[config.mk]
export PLATFORM = sky130hd
export DESIGN_NAME = vme_write_engine
export DESIGN_NICKNAME = d
export VERILOG_FILES = /design/src/rtl/vta_vme_pkg.sv /design/src/rtl/vme_write_engine.sv
export SDC_FILE = /design/constraint.sdc
export NUM_CORES = 1
export LEC_CHECK = 0
export ABC_AREA = 0
export CAP_MARGIN = 25
export CORE_MARGIN = 2
export CORE_UTILIZATION = 35
export DETAILED_ROUTE_END_ITERATION = 8
export GPL_TIMING_DRIVEN = 0
export PLACE_DENSITY = 0.92
export SYNTH_ARGS = -nofsm -noshare
export SYNTH_HDL_FRONTEND = slang
export SYNTH_SLANG_ARGS = --single-unit
[constraint.sdc]
create_clock -name clock -period 3.3 [get_ports clock]
set_clock_uncertainty 0.15 [all_clocks]
set_input_delay 0.66 -clock clock [delete_from_list [all_inputs] [get_ports clock]]
set_output_delay 0.66 -clock clock [all_outputs]
set_load 0.02 [all_outputs]
[src/rtl/vta_vme_pkg.sv]
// Shared definitions for the VME write path: state encoding and default widths.
package vta_vme_pkg;

    localparam int VME_ADDR_W = 32;
    localparam int VME_DATA_W = 64;
    localparam int VME_LEN_W  = 8;

    typedef enum logic [1:0] {
        ST_IDLE = 2'd0,
        ST_AW   = 2'd1,
        ST_W    = 2'd2,
        ST_B    = 2'd3
    } vme_state_e;

endpackage

[src/rtl/vme_write_engine.sv]
// Single-burst AXI write engine: latches a command, issues AW, streams caller
// beats straight through to W, then waits for the B response.
module vme_write_engine
    import vta_vme_pkg::*;
#(
    parameter int ADDR_W = VME_ADDR_W,
    parameter int DATA_W = VME_DATA_W,
    parameter int LEN_W  = VME_LEN_W
) (
    input  logic              clock,
    input  logic              reset,
    input  logic              cmd_valid,
    output logic              cmd_ready,
    input  logic [ADDR_W-1:0] cmd_addr,
    input  logic [LEN_W-1:0]  cmd_len,
    input  logic              wr_valid,
    output logic              wr_ready,
    input  logic [DATA_W-1:0] wr_data,
    output logic              mem_aw_valid,
    input  logic              mem_aw_ready,
    output logic [ADDR_W-1:0] mem_aw_bits_addr,
    output logic [LEN_W-1:0]  mem_aw_bits_len,
    output logic              mem_w_valid,
    input  logic              mem_w_ready,
    output logic [DATA_W-1:0] mem_w_bits_data,
    output logic              mem_w_bits_last,
    input  logic              mem_b_valid,
    output logic              mem_b_ready,
    output logic              busy,
    output logic              done
);

    vme_state_e        r_state;
    logic [ADDR_W-1:0] r_addr;
    logic [LEN_W-1:0]  r_len;
    logic [LEN_W-1:0]  r_cnt;
    logic              r_done;

    logic w_in_w;
    logic w_last;
    logic w_w_fire;

    assign w_in_w   = (r_state == ST_W);
    assign w_last   = w_in_w && (r_cnt == r_len);
    assign w_w_fire = w_in_w && wr_valid && mem_w_ready;

    // The counter wraps only on the final beat of a max-length burst, after last is seen.
    always_ff @(posedge clock or negedge reset) begin
        if (!reset) begin
            r_state <= ST_IDLE;
            r_addr  <= '0;
            r_len   <= '0;
            r_cnt   <= '0;
            r_done  <= 1'b0;
        end else begin
            r_done <= 1'b0;
            case (r_state)
                ST_IDLE: begin
                    if (cmd_valid) begin
                        r_addr  <= cmd_addr;
                        r_len   <= cmd_len;
                        r_cnt   <= '0;
                        r_state <= ST_AW;
                    end
                end
                ST_AW: begin
                    if (mem_aw_ready) begin
                        r_state <= ST_W;
                    end
                end
                ST_W: begin
                    if (w_w_fire) begin
                        r_cnt <= r_cnt + LEN_W'(1);
                        if (w_last) begin
                            r_state <= ST_B;
                        end
                    end
                end
                ST_B: begin
                    if (mem_b_valid) begin
                        r_done  <= 1'b1;
                        r_state <= ST_IDLE;
                    end
                end
                default: r_state <= ST_IDLE;
            endcase
        end
    end

    assign cmd_ready        = (r_state == ST_IDLE) && reset;
    assign busy             = (r_state != ST_IDLE);
    assign done             = r_done;
    assign mem_aw_valid     = (r_state == ST_AW);
    assign mem_aw_bits_addr = r_addr;
    assign mem_aw_bits_len  = r_len;
    assign mem_w_valid      = w_in_w && wr_valid;
    assign wr_ready         = w_in_w && mem_w_ready;
    assign mem_w_bits_data  = wr_data;
    assign mem_w_bits_last  = w_last;
    assign mem_b_ready      = (r_state == ST_B);

endmodule
# == Yosys cells after proc, flatten, opt, wreduce, memory -nomap -nowiden ==
# Index checks and enable logic that the tools add are counted.
# word_totals
register_bits,51
output_inout_bits,112
in_bits,111
# op_classes
mux,11
eq_ne,9
addsub,1
reduce_logical,11
# op_table
op,count
2-to-1 mux 8 bit,2
case mux 8 bit (2 select lines),1
2-to-1 mux 2 bit,5
adder 8 x 1 -> 8 bit (second input constant),1
equality test 8 bit,1
case mux 2 bit (4 select lines),1
inequality test 2 bit (second input constant),3
logical AND 1 bit,5
AND reduction 5 bit,1
equality test 2 bit (second input constant),2
inequality test 2 x 1 -> 1 bit (second input constant),2
nonzero test 2 bit,2
AND reduction 3 bit,1
equality test 2 x 1 -> 1 bit (second input constant),1
logical NOT 2 bit,1
2-to-1 mux 1 bit,2
AND reduction 2 bit,1

# == Longest topological paths before layout ==
# depth
word_depth,5
mapped_depth,7
ltp_nobuf,6

# == Worst setup path after synthesis ==
# No wires, ideal clock.
# synth_timing
path_kind,register to output
startpoint,register r_state[0]
endpoint,output port mem_w_bits_last
required_time_ps,2490
arrival_time_ps,1361
n_path_buf,1
path_slack_ps,1129
path_stages_with_launch,6
cell_sequence,dfrtp_1 > inv_1 > ha_1 > buf_4 > inv_1 > nor3_1
# synth_between
elab_chain_cells,2
# synth_rtl
item,line,source
from (decl),vme_write_engine.sv:33,vme_state_e r_state;
from (signal assigned),vme_write_engine.sv:50,r_state <= ST_IDLE;
from (signal assigned),vme_write_engine.sv:63,r_state <= ST_AW;
from (signal assigned),vme_write_engine.sv:68,r_state <= ST_W;
equality test 2 bit,vme_write_engine.sv:43,assign w_in_w = (r_state == ST_W);
logical AND 1 bit,vme_write_engine.sv:44,assign w_last = w_in_w && (r_cnt == r_len);
to (decl),vme_write_engine.sv:26,"output logic mem_w_bits_last,"
# Every way passes these cells.

# == Worst setup path after layout ==
# Ends and elaborated chain as after synthesis.

==> flow_summary.toml <==
[global_route]
grt_pass1_vias = 2330
busiest_layer = "met2"
antenna_found_initial = 0
grt_pass1_wl_um = 11060
use_met3_pct = 4.835
met1_usage_pct = 17.84
grt_max_degree = 37
grt_overflow = 0
grtUsageMet2_pct = 30.07
grtUsageTotal_pct = 15.98

[sta]
tightest_slew_ns = 0.5737
timing.hold.ws_ns = 0.1235
period_share_pct = 91.76
layout_setup_ws_ns = 0.2720
rsz0062_at_grt = "false"
slew_viol_final = 0
relSlewSlack_pct = 61.76
fin_crit_ns = 3.028
max_freq_ghz = 0.3302
hold_viol_final = 0
finalSetupViolCount = 0

[clock_network]
tritoncts.num_buffers = 5
clock-sinks = 51
clockRootBuffer = "clkbuf_8"
path_clk_slew_ns = 0.09
postCtsSetupRepairBufs = 0
clock_latency_ns = 0.30
ctsResizeCount = 0
h-tree-depth = 2
cts_hold_buf = 0
ctsLongestPathBuffers = 2
cts_tree = "built"

[worst_setup_path]
cp_max_fo = 10
r2r_setup_slack_ns = 1.06
reg2reg_to = "r_state[1]"
worstSetupStartpointType = "flop"
timing.rr.start = "r_state[0]"
arrival_ns = 2.22
crit_required_ns = 2.49
end_kind = "output port"
critPathKind = "flop to output port"
ff2ff_path_depth = 6

[synth]
synth_top_area_share_pct = 46.05
ys_types = 35
synth_area_per_cell_um2 = 11.84
ys_async_sr_fraction_pct = 100.0
synthCells = 234
synth_seq_area_share_pct = 46.05
synthFlopType = "dfrtp_1"
synth-seq-cells = 51
syn_nets = 351
synth_area_leaders = "dfrtp_1, buf_4, mux2_2"
synth_common_cells = "buf_4, dfrtp_1, mux2_2"
syn_area_mm2 = 0.002771
yosysMostFrequentCell = "buf_4"
synth_largest_area_cell = "dfrtp_1"
ys_warn_count = 0
synth_enable_flop_cells = 0

[drt]
wire_per_inst_um = 14.77
drc_errors = 0
vias_per_cell = 4.503
drt_iter0_markers = 69
vias = 2265
ant_nets = 0
drt_pre_antenna_iters = 4
wl_um = 7431

[worst_hold_path]
worstHoldPathType = "input pin to asynchronous set/reset pin"

[floorplan]
core_mm2 = 0.007687
pin_count = 223
start_util_pct = 36.05
die_width_um = 92.99
rows = 32
dieArea_mm2 = 0.008646
fp.dieH_um = 92.99

[placed_design]
place.port_buffers = 158
gp_congestion = 0.7124
dp_cells = 495
post-place-ws_ns = 0.3911
hpwlAfterDp_um = 6144

[power]
p_clk_share_pct = 10.2
p_int_mw = 2.151
ir_drop_mv = 0.3885
switching_share_pct = 38.33
power_density_mw_per_mm2 = 762.1
p_switching_mw = 1.337
p_total_mw = 3.488
p_leak_nw = 1.968
p_seq_share_pct = 31.8
comb_power_share_pct = 58.0

[status]
outcome = "finished, final reports clean"

[layout]
drive_above_1_share_pct = 29.68
synthToLayoutAreaGrowth_pct = 65.15
num-nets-final = 517
antennaDiodeCount = 0
fin_cells = 503

[flow_run]
maxCapViolCount = 0
==> power by group through the flow <==
stage | combinational [mW] | clock [mW] | sequential, mW
floorplan | 0.853 | 0 | 1.41
global placement | 1.98 | 0 | 1.10
detailed placement | 2.04 | 0 | 1.12
CTS | 2.05 | 0.366 | 1.11
global route | 2.15 | 0.388 | 1.15
finish | 2.02 | 0.357 | 1.11
==> worst max-delay path: stages, from the launching register on <==
cell	delay, ns
dfrtp_1	0.43
inv_1	0.14
ha_1	0.17
buf_4	0.16
inv_1	0.08
nor3_1	0.26
clkdlybuf4s50_1	0.68
==> registers in the layout (all words and copies together) (netlist names) <==
name / count
mem_aw_bits_addr: 32
mem_aw_bits_len: 8
r_cnt: 8
r_state: 2
done: 1
==> per-layer routing <==
layer / vias up / routed length (um)
met5: - / 0
met4: 0 / 46
met3: 5 / 727
met2: 120 / 4010
met1: 1082 / 2647
li1: 1058 / -
==> cells in the final DEF (no fill, tap or decap), types with 2 or more instances in the layout <==
cell / count
dfrtp_1: 51
nor2_1: 7
xnor2_1: 9
or4_1: 2
clkbuf_1: 3
ha_1: 6
o21ai_0: 3
mux2_2: 40
buf_1: 4
inv_1: 6
nand4_1: 5
a21oi_1: 4
clkbuf_8: 5
or3_1: 2
clkdlybuf4s50_1: 157
o31ai_1: 2
mux2i_1: 2
buf_4: 65
nand2_1: 5
and2_1: 3
==> cell families (layout without fill, tap and decap cells) <==
group | Yosys count | in the layout | synth area share (%)
xor gates and xnor gates | 10 | 10 | 3.160
and+or+nand+nor | 34 | 34 | 7.585
DFF | 51 | 51 | 46.05
adders and majority gates | 6 | 6 | 2.709
muxes | 42 | 42 | 16.98
buffers and inverters | 76 | 243 | 19.10
AOI/OAI and AO/OA | 15 | 15 | 4.424
==> metrics by stage <==
step / TNS (ns) / utilization, % / area, um^2
after CTS: 0 / 59.54 / 4577
after global placement: -7.232 / 58.28 / 4481
final: 0 / 59.54 / 4577
after detailed placement: 0 / 58.48 / 4496
after global routing: 0 / 59.54 / 4577
after floorplan: 0 / - / 2771
==> layout make-up <==
class | instances | area, um^2
fill | 653 | 3110
timing repair buffer | 159 | 1597
sequential | 51 | 1276
multi-input combinational | 107 | 965.9
buffer | 70 | 506.7
tap | 102 | 127.6
clock buffer | 7 | 76.32
inverter | 6 | 22.52
clock inverter | 1 | 5.005
==> worst max-delay path by stage <==
stage | from | endpoint | slack (ns) | depth (start not counted)
after global placement | reset | cmd_ready | -1.33 | 3
final | r_state[0] | mem_w_bits_last | 0.27 | 6
after global routing | r_state[0] | mem_w_bits_last | 0.09 | 6
after detailed placement | reset | cmd_ready | 0.39 | 4
after CTS | r_state[0] | mem_w_bits_last | 0.23 | 6
after floorplan | r_state[0] | mem_w_bits_last | 1.13 | 5
Power figures use the tool's default switching activity.
